<file path="config.mk">
export PLATFORM = sky130hd
export DESIGN_NAME = mem_wb_stage_flat
export DESIGN_NICKNAME = d
export VERILOG_FILES = /design/src/rtl/mem_wb_stage_pkg.sv /design/src/rtl/mem_wb_stage_if.sv /design/src/rtl/mem_wb_stage_load_align.sv /design/src/rtl/mem_wb_stage.sv /design/src/flat_wrapper.sv
export SDC_FILE = /design/constraint.sdc
export NUM_CORES = 1
export LEC_CHECK = 0
export ABC_AREA = 1
export BUFFER_PORTS_ARGS = -buffer_cell sky130_fd_sc_hd__buf_4
export CAP_MARGIN = 30
export CORE_AREA = 2 2 109 111
export DETAILED_ROUTE_END_ITERATION = 12
export DIE_AREA = 0 0 111 113
export GPL_ROUTABILITY_DRIVEN = 1
export GPL_TIMING_DRIVEN = 0
export PLACE_DENSITY = 0.79
export SETUP_SLACK_MARGIN = 0.5
export SLEW_MARGIN = 40
export SYNTH_ARGS = -nofsm -noshare
export SYNTH_HDL_FRONTEND = slang
export SYNTH_SLANG_ARGS = --single-unit
</file>
<file path="constraint.sdc">
create_clock -name clk -period 4.15 [get_ports clk]
set_clock_uncertainty 0.15 [all_clocks]
set_input_delay 0.83 -clock clk [delete_from_list [all_inputs] [get_ports clk]]
set_output_delay 0.83 -clock clk [all_outputs]
set_load 0.03 [all_outputs]
</file>
<file path="src/rtl/mem_wb_stage_pkg.sv">
// Shared definitions for the MEM/WB stage: load opcodes and instruction field positions.
package mem_wb_stage_pkg;

  localparam logic [5:0] OP_LB  = 6'h20;
  localparam logic [5:0] OP_LH  = 6'h21;
  localparam logic [5:0] OP_LW  = 6'h23;
  localparam logic [5:0] OP_LBU = 6'h24;
  localparam logic [5:0] OP_LHU = 6'h25;

  localparam int OPC_HI = 31;
  localparam int OPC_LO = 26;
  localparam int RT_HI  = 20;
  localparam int RT_LO  = 16;
  localparam int RD_HI  = 15;
  localparam int RD_LO  = 11;

  // R-type instructions write rd, immediate-form instructions write rt.
  function automatic logic [4:0] destReg(input logic [31:0] instr, input logic useRd);
    return useRd ? instr[RD_HI:RD_LO] : instr[RT_HI:RT_LO];
  endfunction

endpackage

</file>
<file path="src/rtl/mem_wb_stage_if.sv">
// MEM -> WB bus: instruction and data coming out of MEM, register-file write port going out of WB.
interface mem_wb_stage_if #(
  parameter int COUNT_W = 11
);
  logic               valid_in;
  logic [31:0]        instr_in;
  logic [31:0]        alu_out_in;
  logic [31:0]        mem_rdata_in;
  logic               regdst_in;
  logic               wbdata_in;
  logic               regwrite_in;

  logic               valid;
  logic [31:0]        instr;
  logic               wb_en;
  logic [4:0]         wb_addr;
  logic [31:0]        wb_data;
  logic               align_err;
  logic [COUNT_W-1:0] retired;

  modport master (
    output valid_in, instr_in, alu_out_in, mem_rdata_in, regdst_in, wbdata_in, regwrite_in,
    input  valid, instr, wb_en, wb_addr, wb_data, align_err, retired
  );

  modport slave (
    input  valid_in, instr_in, alu_out_in, mem_rdata_in, regdst_in, wbdata_in, regwrite_in,
    output valid, instr, wb_en, wb_addr, wb_data, align_err, retired
  );

endinterface

</file>
<file path="src/rtl/mem_wb_stage_load_align.sv">
// Sub-word load extraction: picks the addressed byte/halfword out of a memory word and extends it.
module load_align
  import mem_wb_stage_pkg::*;
#(
  parameter bit BIG_END = 1'b1
) (
  input  logic [31:0] word_i,
  input  logic [1:0]  addr_i,
  input  logic [5:0]  opcode_i,
  output logic [31:0] data_o,
  output logic        misaligned_o
);

  logic [1:0]  byteLane;
  logic        halfLane;
  logic [7:0]  byteSel;
  logic [15:0] halfSel;

  // Lanes are counted from the LSB; big-endian memory puts byte 0 in the top lane.
  assign byteLane = BIG_END ? ~addr_i : addr_i;
  assign halfLane = BIG_END ? ~addr_i[1] : addr_i[1];
  assign byteSel  = word_i[{byteLane, 3'b000} +: 8];
  assign halfSel  = word_i[{halfLane, 4'b0000} +: 16];

  always_comb begin
    data_o       = word_i;
    misaligned_o = 1'b0;
    unique case (opcode_i)
      OP_LW:  misaligned_o = (addr_i != 2'b00);
      OP_LB:  data_o = {{24{byteSel[7]}}, byteSel};
      OP_LBU: data_o = {24'h000000, byteSel};
      OP_LH: begin
        data_o       = {{16{halfSel[15]}}, halfSel};
        misaligned_o = addr_i[0];
      end
      OP_LHU: begin
        data_o       = {16'h0000, halfSel};
        misaligned_o = addr_i[0];
      end
      default: data_o = word_i;
    endcase
  end

endmodule

</file>
<file path="src/rtl/mem_wb_stage.sv">
// MEM/WB pipeline register: selects write-back data and destination, and presents a registered
// register-file write port that also serves as the WB forwarding source.
module mem_wb_stage
  import mem_wb_stage_pkg::*;
#(
  parameter int COUNT_W = 11,
  parameter bit BIG_END = 1'b1
) (
  input  logic          clk,
  input  logic          rst_n,
  input  logic          stall,
  input  logic          flush,
  mem_wb_stage_if.slave bus
);

  logic [31:0]        loadData;
  logic               loadMisaligned;
  logic               misaligned;
  logic [4:0]         wbAddr_d;
  logic [31:0]        wbData_d;
  logic               wbEn_d;
  logic               alignErr_d;

  logic               valid_q;
  logic [31:0]        instr_q;
  logic               wbEn_q;
  logic [4:0]         wbAddr_q;
  logic [31:0]        wbData_q;
  logic               alignErr_q;
  logic [COUNT_W-1:0] retired_q;

  load_align #(.BIG_END(BIG_END)) uLoadAlign (
    .word_i      (bus.mem_rdata_in),
    .addr_i      (bus.alu_out_in[1:0]),
    .opcode_i    (bus.instr_in[OPC_HI:OPC_LO]),
    .data_o      (loadData),
    .misaligned_o(loadMisaligned)
  );

  // A misaligned access only matters when the instruction actually writes back load data.
  always_comb begin
    wbAddr_d   = destReg(bus.instr_in, bus.regdst_in);
    misaligned = bus.wbdata_in & loadMisaligned;
    wbData_d   = bus.wbdata_in ? loadData : bus.alu_out_in;
    wbEn_d     = bus.valid_in & bus.regwrite_in & (wbAddr_d != 5'd0) & ~misaligned;
    alignErr_d = bus.valid_in & misaligned;
  end

  // Flush beats stall; the retired counter survives flushes and only counts real instructions.
  always_ff @(posedge clk or negedge rst_n) begin
    if (!rst_n) begin
      valid_q    <= 1'b0;
      instr_q    <= '0;
      wbEn_q     <= 1'b0;
      wbAddr_q   <= '0;
      wbData_q   <= '0;
      alignErr_q <= 1'b0;
      retired_q  <= '0;
    end else if (flush) begin
      valid_q    <= 1'b0;
      instr_q    <= '0;
      wbEn_q     <= 1'b0;
      wbAddr_q   <= '0;
      wbData_q   <= '0;
      alignErr_q <= 1'b0;
    end else if (!stall) begin
      valid_q    <= bus.valid_in;
      instr_q    <= bus.instr_in;
      wbEn_q     <= wbEn_d;
      wbAddr_q   <= wbAddr_d;
      wbData_q   <= wbData_d;
      alignErr_q <= alignErr_d;
      if (bus.valid_in) begin
        retired_q <= retired_q + COUNT_W'(1);
      end
    end
  end

  assign bus.valid     = valid_q;
  assign bus.instr     = instr_q;
  assign bus.wb_en     = wbEn_q;
  assign bus.wb_addr   = wbAddr_q;
  assign bus.wb_data   = wbData_q;
  assign bus.align_err = alignErr_q;
  assign bus.retired   = retired_q;

endmodule
</file>
<file path="src/flat_wrapper.sv">
// flat-port wrapper written by rule: the top's interface ports become plain ports
module mem_wb_stage_flat import mem_wb_stage_pkg::*;
#(
  parameter int COUNT_W = 11,
  parameter bit BIG_END = 1'b1
)
  (clk, rst_n, stall, flush, bus_valid_in, bus_instr_in, bus_alu_out_in, bus_mem_rdata_in, bus_regdst_in, bus_wbdata_in, bus_regwrite_in, bus_valid, bus_instr, bus_wb_en, bus_wb_addr, bus_wb_data, bus_align_err, bus_retired);
  mem_wb_stage_if #(.COUNT_W(COUNT_W)) bus_i ();
  input  logic clk;
  input  logic rst_n;
  input  logic stall;
  input  logic flush;
  input wire logic [$bits(bus_i.valid_in)-1:0] bus_valid_in;
  input wire logic [$bits(bus_i.instr_in)-1:0] bus_instr_in;
  input wire logic [$bits(bus_i.alu_out_in)-1:0] bus_alu_out_in;
  input wire logic [$bits(bus_i.mem_rdata_in)-1:0] bus_mem_rdata_in;
  input wire logic [$bits(bus_i.regdst_in)-1:0] bus_regdst_in;
  input wire logic [$bits(bus_i.wbdata_in)-1:0] bus_wbdata_in;
  input wire logic [$bits(bus_i.regwrite_in)-1:0] bus_regwrite_in;
  output wire logic [$bits(bus_i.valid)-1:0] bus_valid;
  output wire logic [$bits(bus_i.instr)-1:0] bus_instr;
  output wire logic [$bits(bus_i.wb_en)-1:0] bus_wb_en;
  output wire logic [$bits(bus_i.wb_addr)-1:0] bus_wb_addr;
  output wire logic [$bits(bus_i.wb_data)-1:0] bus_wb_data;
  output wire logic [$bits(bus_i.align_err)-1:0] bus_align_err;
  output wire logic [$bits(bus_i.retired)-1:0] bus_retired;
  assign bus_i.valid_in = bus_valid_in;
  assign bus_i.instr_in = bus_instr_in;
  assign bus_i.alu_out_in = bus_alu_out_in;
  assign bus_i.mem_rdata_in = bus_mem_rdata_in;
  assign bus_i.regdst_in = bus_regdst_in;
  assign bus_i.wbdata_in = bus_wbdata_in;
  assign bus_i.regwrite_in = bus_regwrite_in;
  assign bus_valid = bus_i.valid;
  assign bus_instr = bus_i.instr;
  assign bus_wb_en = bus_i.wb_en;
  assign bus_wb_addr = bus_i.wb_addr;
  assign bus_wb_data = bus_i.wb_data;
  assign bus_align_err = bus_i.align_err;
  assign bus_retired = bus_i.retired;
  mem_wb_stage #(.COUNT_W(COUNT_W), .BIG_END(BIG_END)) u_core (.clk(clk), .rst_n(rst_n), .stall(stall), .flush(flush), .bus(bus_i));
endmodule
</file>
==> results of run 1 <==
final cells by class:
cell class              count  area share [%]
multi-input cells         438            33.0
clock buffers              11            3.96
flip-flops and latches     83            32.6
clock inverters             5            1.30
well taps                 143            2.81
inverters                  34            2.00
plain buffers              31            2.61
repair buffers            184            21.8
sequential cells by signal, summed over array words and instances (netlist names):
name / count
u_core.bus.wb_en: 1
u_core.bus.wb_data: 32
u_core.bus.instr: 32
u_core.bus.wb_addr: 5
u_core.bus.valid: 1
u_core.bus.align_err: 1
u_core.bus.retired: 11
final timing paths:
check / startpoint / to / slack, ns / cells after the start
max: bus_instr_in[30] / u_core.bus.wb_data[3] / 2.09 / 11
min: u_core.bus.wb_data[13] / u_core.bus.wb_data[13] / 0.33 / 2
max reg2reg: u_core.bus.retired[0] / u_core.bus.retired[9] / 2.63 / 7
min reg2reg: u_core.bus.wb_data[13] / u_core.bus.wb_data[13] / 0.33 / 2
max in group asynchronous: rst_n / u_core.bus.wb_data[0] / 3.02 / 1
min in group asynchronous: rst_n / u_core.bus.retired[4] / 0.38 / 1
kinds of logic after synthesis:
group	synth area share, %
compound gates	11.4
xor+xnor	1.57
fa+ha+maj	0.280
buf+inv	6.57
flops	46.4
mux	0.224
simple gates	33.5
per-layer routing:
metal,up-vias,global-route usage [%]
met3,17,5.46
li1,2265,-
met2,181,36.1
met4,0,5.33
met1,2103,31.0
met5,-,0
power groups by stage:
stage	clock network (mW)	logic, mW	registers, mW
6_report	0.901	0.575	0.932
5_1_grt	0.951	0.620	0.941
4_1_cts	0.910	0.579	0.931
3_5_place_dp	0	0.577	0.944
3_3_place_gp	0	0.569	0.944
2_1_floorplan	0	0.177	1.07
through the flow:
stage	area (um^2)	instances	util, %
2_1_floorplan	4470	586	-
3_3_place_gp	6030	913	53.5
3_5_place_dp	6040	913	53.6
4_1_cts	6370	929	56.5
5_1_grt	6370	929	56.6
6_report	6370	929	56.6
worst reg2reg max path, stage by stage (launching register included):
cell and delay [ns]:
dfrtp_1 0.43, nand3_1 0.10, nor2_1 0.21, nand3_1 0.16, nor3_2 0.19, nand2_1 0.07
nand2_1 0.06, nand2_1 0.04
cells in the final DEF (no fill, tap or decap), types with 2 or more instances in the layout:
cell,n
buf_1,2
nand4_1,10
nand3_4,2
clkbuf_1,14
nand2_1,216
nor2_1,65
nand2_2,8
or2_2,12
buf_4,187
clkbuf_16,9
nor2_4,2
clkinv_1,2
inv_1,28
a21oi_1,13
bufinv_16,2
inv_2,4
nand3_1,22
o21ai_0,29
xnor2_1,2
or2_1,3
o211ai_1,8
xor2_1,6
nor2_2,5
buf_2,9
dfrtp_1,83
o21bai_1,5
inv_6,2
clkbuf_8,3
a22o_1,22
==> summary.md, run 1 <==
| Metric | Value |
|---|---|
| Drt via density | about 4.9 |
| Top Family by Delay on Critical Path | simple AND/OR/NAND/NOR gates |
| Via Count | ~4600 |
| CP startpoint kind | primary input |
| Number of flops mapped to enable cells by yosys | 0 |
| DR top layer | met4 |
| Sequential power share | roughly 39% |
| Synth unique cells | 35 |
| Status | finished, final reports clean |
| Met1 Wirelength | between 6000 and 7000 um |
| Max Slew Vio Count | 0 |
| Final WL | 14100 um |
| Sw frac | between 30% and 40% |
| Avg WL per Cell | between 15 and 20 um |
| I/O Buffers | about 180 |
| Crit path DAT | between 2 and 2.5 ns |
| Top_reg_cell synth | dfrtp_1 |
| CTS tree | built |
| I/O Pins | 187 |
| Multi-input gate area | roughly 2100 um^2 |
| Die width | 111 um |
| Max Fclk | a little under 500 MHz |
| Hold slack | 0.331 ns |
| Pint | roughly 1.7 mW |
| Final setup vio count | 0 |
| Gate Count Post-Synth | a little under 600 |
| Pre-CTS setup slack | 1.75 ns |
| Final Power | 2.41 mW |
| Final nets | 886 |
| Max IR drop VDD | 223 uV |
| Full die area | 12500 um^2 |
| Vias in the first global route | approximately 4400 |
| CP Max Fanout | 10 |
| Die height | ~110 um |
| Starting Density | ~40% |
| Post-synth top area cell | dfrtp_1 |
| CP Data Required Time | ~4.2 ns |
| Clock Tree Root | clkbuf_16 |
| PD cells | ~380 nW/um^2 |
| First-pass GRT wire length | 22600 um |
| Mapped cell area | 4470 um^2 |
| Critical path class | in2reg |
| Mapped Avg Cell Area | between 7 and 8 um^2 |
| Total global routing track utilization | approximately 22% |
| RSZ-0062 raised after global routing | no |
| Clock Tree Buf Depth | 2 |
| Crit-path slowest cell | buf_4 |
| Met3 routed WL | ~1100 um |
| Post_cts resized | 0 |
| H-tree depth | 3 |
| Syn nets | between 600 and 700 |
| Hold crit path type | reg2reg |
| Core Area | 11300 um^2 |
| Initial antenna violation count | 0 |
| Final setup TNS | 0 ns |
| Post-CTS setup buffer count | 0 |
| Hpwl dp | roughly 11000 um |
| Clk_lat worst skew | about 0.34 ns |
| CTS Buf Count | 9 |
| Switching pwr | between 700 and 800 uW |
| Clock net sink count | 83 |
| Layout cell share with drive strength beyond 1 | between 30% and 40% |
| Remaining Overflow, GRT | 0 |
| DRT Pass-1 Iters | 5 |
| DR DRC count | 0 |
| Post-route ant nets | 0 |
| Met2 routed wirelength | 6600 um |
| LEAKAGE | 3.49 nW |
| CP bufs+invs | 4 |
| Crit. End Element | flop |
| MaxCap Viol Count | 0 |
| Slowest stage delay, CP | roughly 0.19 ns |
| Most common library cells after synthesis | 216 x nand2_1, 83 x dfrtp_1, 65 x nor2_1, 29 x o21ai_0, 28 x inv_1 |
| Most frequent cell after synthesis | nand2_1 |
| Final min period | 2.06 ns |
| # fillers | 1063 |
| N_diodes | 0 |
| Top-area cell type share of the netlist area | between 40 and 50% |
| #FFs+latches synth | 83 |
| Final WS setup | 2.09 ns |
| Clock-pin slew on the worst setup and hold paths | around 0.060 ns |
| Final Hold Vio Count | 0 |
| Logic pwr share | approximately a quarter |
| DR iter-0 viols | roughly 350 |
| Yosys Warn Count | 0 |
| Hold Buf Count CTS | 0 |
| Worst slew margin | 56.5% |
| Worst path cell trace | buf_4 -> inv_1 -> nand3_2 -> nor2_2 -> buf_4 -> buf_4 -> nand4_1 -> nand3_1 -> nand2_1 -> nand2_1 -> nand2_1 |
| Register area | just over 2000 um^2 |
| Asr flop ratio synth | 100% |
| Synth area leaders | dfrtp_1 46%, nand2_1 18%, nor2_1 5.5%, a22o_1 4.3%, o21ai_0 3.2% |
| GPL Wtd Cong | 0.969 |
| # rows | 39 |
| Period Utilization, post-route | between 40% and 50% |
| Transition time of the tightest slew-check pin | 0.653 ns |
| Register area share after synthesis | a little under half |
| Layout area overhead | 42.5% |
| Clock Power Share | between 30% and 40% |
| Largest net degree at the start of global routing | 84 |
Power figures use the tool's default switching activity.
==> run 2, diff against run 1 <==
==> constraint.sdc (replaced) <==
create_clock -name clk -period 1.9 [get_ports clk]
set_clock_uncertainty 0.15 [all_clocks]
set_input_delay 0.38 -clock clk [delete_from_list [all_inputs] [get_ports clk]]
set_output_delay 0.38 -clock clk [all_outputs]
set_load 0.03 [all_outputs]
==> run 2 against run 1 <==
The flow now finishes with violations (negative hold slack). Worst setup slack worse by 1.6 ns. Via count rose by 8.3%. Sequential power up 120%. Clock-buffer cell count is the same. Critical path depth shrank 10. Hold slack worse by 0.40 ns. Final area rose by 18%. First-iteration DRC count fell by 25%. Highest routed layer unchanged. Global-route usage increased by 1.4 points. Flip-flop and latch count is the same.
==> summary.md, run 2 (same netlist as run 1, synthesis figures left out) <==
| Metric | Value |
|---|---|
| Crit-path slowest cell | dfrtp_2 (was buf_4) |
| CTS Buf Count | 9 (unchanged) |
| Die width | 111 um (unchanged) |
| RSZ-0062 raised after global routing | yes (was no) |
| # rows | 39 (unchanged) |
| GPL Wtd Cong | 0.883 (was 0.969) |
| Final nets | 958 (was 886) |
| Clock Tree Root | clkbuf_16 (unchanged) |
| Top Family by Delay on Critical Path | flip-flops (was simple AND/OR/NAND/NOR gates) |
| Transition time of the tightest slew-check pin | 0.671 ns (was 0.653 ns) |
| First-pass GRT wire length | 23700 um (was 22600 um) |
| Layout area overhead | 67.9% (was 42.5%) |
| Remaining Overflow, GRT | 0 (unchanged) |
| Final Hold Vio Count | 83 (was 0) |
| Starting Density | 39.7% (unchanged) |
| Clock-pin slew on the worst setup and hold paths | 0.07 ns (was 0.06 ns) |
| Die height | 113 um (unchanged) |
| Clock Tree Buf Depth | 2 (unchanged) |
| Final setup TNS | 0 ns (unchanged) |
| Most common library cell in the layout ignoring fill and taps | nand2_1 (unchanged) |
| Crit. End Element | output port (was flop) |
| Hpwl dp | 10700 um (was 10900 um) |
| DRT Pass-1 Iters | 5 (unchanged) |
| Initial antenna violation count | 0 (unchanged) |
| DR iter-0 viols | 260 (was 347) |
| DR DRC count | 0 (unchanged) |
| Failing checks | negative hold slack |
| GR peak layer | met2 (unchanged) |
| Layout cell share with drive strength beyond 1 | 42.3% (was 31.9%) |
| Full die area | 12500 um^2 (unchanged) |
| Max IR drop VDD | 530 uV (was 223 uV) |
| N_diodes | 0 (unchanged) |
| Drt via density | 4.94 (was 4.91) |
| MaxCap Viol Count | 0 (unchanged) |
| Core Area | 11300 um^2 (unchanged) |
| Met1 usage | 30.3% (was 31.0%) |
| H-tree depth | 3 (unchanged) |
| Period Utilization, post-route | 76.7% |
| Total global routing track utilization | 23.9% (was 22.5%) |
| Final WL | 15900 um (was 14100 um) |
| Clk_lat worst skew | 0.34 ns (about the same) |
| Max Fclk | between 600 and 700 MHz |
| CP startpoint kind | flop (was primary input) |
| CP Data Required Time | 1.37 ns (was 4.23 ns) |
| Inst Count DP | 913 (unchanged) |
| Hold crit path type | in2async (was reg2reg) |
| Slowest stage delay, CP | 0.44 ns (was 0.19 ns) |
| Max Slew Vio Count | 0 (unchanged) |
| PD cells | 753 nW/um^2 (was 378 nW/um^2) |
| Final min period | ~1.5 ns |
| Via Count | 4945 (was 4566) |
| Final setup vio count | 0 (unchanged) |
| CTS tree | built (unchanged) |
| Largest net degree at the start of global routing | 84 (unchanged) |
| LEAKAGE | 4.00 nW (was 3.49 nW) |
| Worst slew margin | 55.2% (was 56.5%) |
| Crit path DAT | 0.93 ns (was 2.14 ns) |
| Post-route non-filler standard cell count | 1001 (was 929) |
| I/O Buffers | 184 (unchanged) |
| Most frequent cells in the layout | 199 x nand2_1, 163 x buf_4, 93 x buf_6, 78 x dfrtp_1, 62 x nor2_1 (was 216 x nand2_1, 187 x buf_4, 83 x dfrtp_1, 65 x nor2_1, 29 x o21ai_0) |
| Post-route ant nets | 0 (unchanged) |
| Met2 usage | 39.7% (was 36.1%) |
| Avg WL per Cell | 15.9 um (was 15.2 um) |
| CP Max Fanout | 3 (was 10) |
| CP bufs+invs | 1 (was 4) |
| Clock net sink count | 83 (unchanged) |
| Met3 GRT Util | 5.41% (was 5.46%) |
| Critical path class | reg2out (was in2reg) |
| Vias in the first global route | 4727 (was 4383) |
| I/O Pins | 187 (unchanged) |
| Worst path cell trace | buf_6 (was buf_4 -> inv_1 -> nand3_2 -> nor2_2 -> buf_4 -> buf_4 -> nand4_1 -> nand3_1 -> nand2_1 -> nand2_1 -> nand2_1) |
| Hold slack | -0.0664 ns (was 0.331 ns) |
| Status | finished with violations (was finished, final reports clean) |
==> run 2: path summary, 6_finish.rpt <==
path	depth (start not counted)	slack (ns)	from	to
hold reg to reg	2	0.35	u_core.bus.wb_data[19]	u_core.bus.wb_data[19]
min in group clk	3	0.11	bus_instr_in[20]	u_core.bus.instr[20]
setup / recovery	1	0.44	u_core.bus.retired[0]	bus_retired[0]
hold / removal	1	-0.07	rst_n	u_core.bus.instr[1]
max in group asynchronous	1	1.19	rst_n	u_core.bus.retired[3]
setup reg to reg	7	0.47	u_core.bus.retired[1]	u_core.bus.retired[6]
==> run 2: per-layer routing <==
metal	wire length (um)	part of all wire, %
met5	0	0
met4	418	2.6
met3	1020	6.4
met2	7770	49
met1	6680	42
==> run 2: where the power goes <==
part           switching, mW  internal (mW)  leakage (nW)
clock                  0.752           1.20         0.156
combinational          0.854          0.787          2.77
sequential             0.140           1.92          1.08
==> run 2: area by class of cell <==
type | instances | area [um^2]
Fill cell | 897 | 3760
Buffer | 31 | 201
Timing Repair Buffer | 256 | 2310
Sequential cell | 83 | 2080
Multi-Input combinational cell | 438 | 2260
Clock buffer | 11 | 243
Clock inverter | 5 | 85.1
Tap cell | 143 | 179
Inverter | 34 | 146
==> run 2: per-stage QoR <==
step           power, mW  cell area (um^2)  util [%]  hold slack, ns  setup WS [ns]
2_1_floorplan       2.77              4550         -         -0.0656          0.411
3_3_place_gp        3.34              6110      54.2           0.309         0.0999
5_1_grt             5.87              7510      66.6         -0.0151          0.362
4_1_cts             5.54              7120      63.1         -0.0282          0.432
6_report            5.65              7510      66.6         -0.0664          0.443
3_5_place_dp        3.36              6110      54.2           0.316         0.0920
==> run 2: repair_timing <==
item	4_1_cts	5_1_grt
gates cloned	1	1
pin swaps	4	28
endpoints found under the hold margin	83	14
buffers inserted	42	28
gates resized for setup	90	66
setup endpoints to repair	111	126
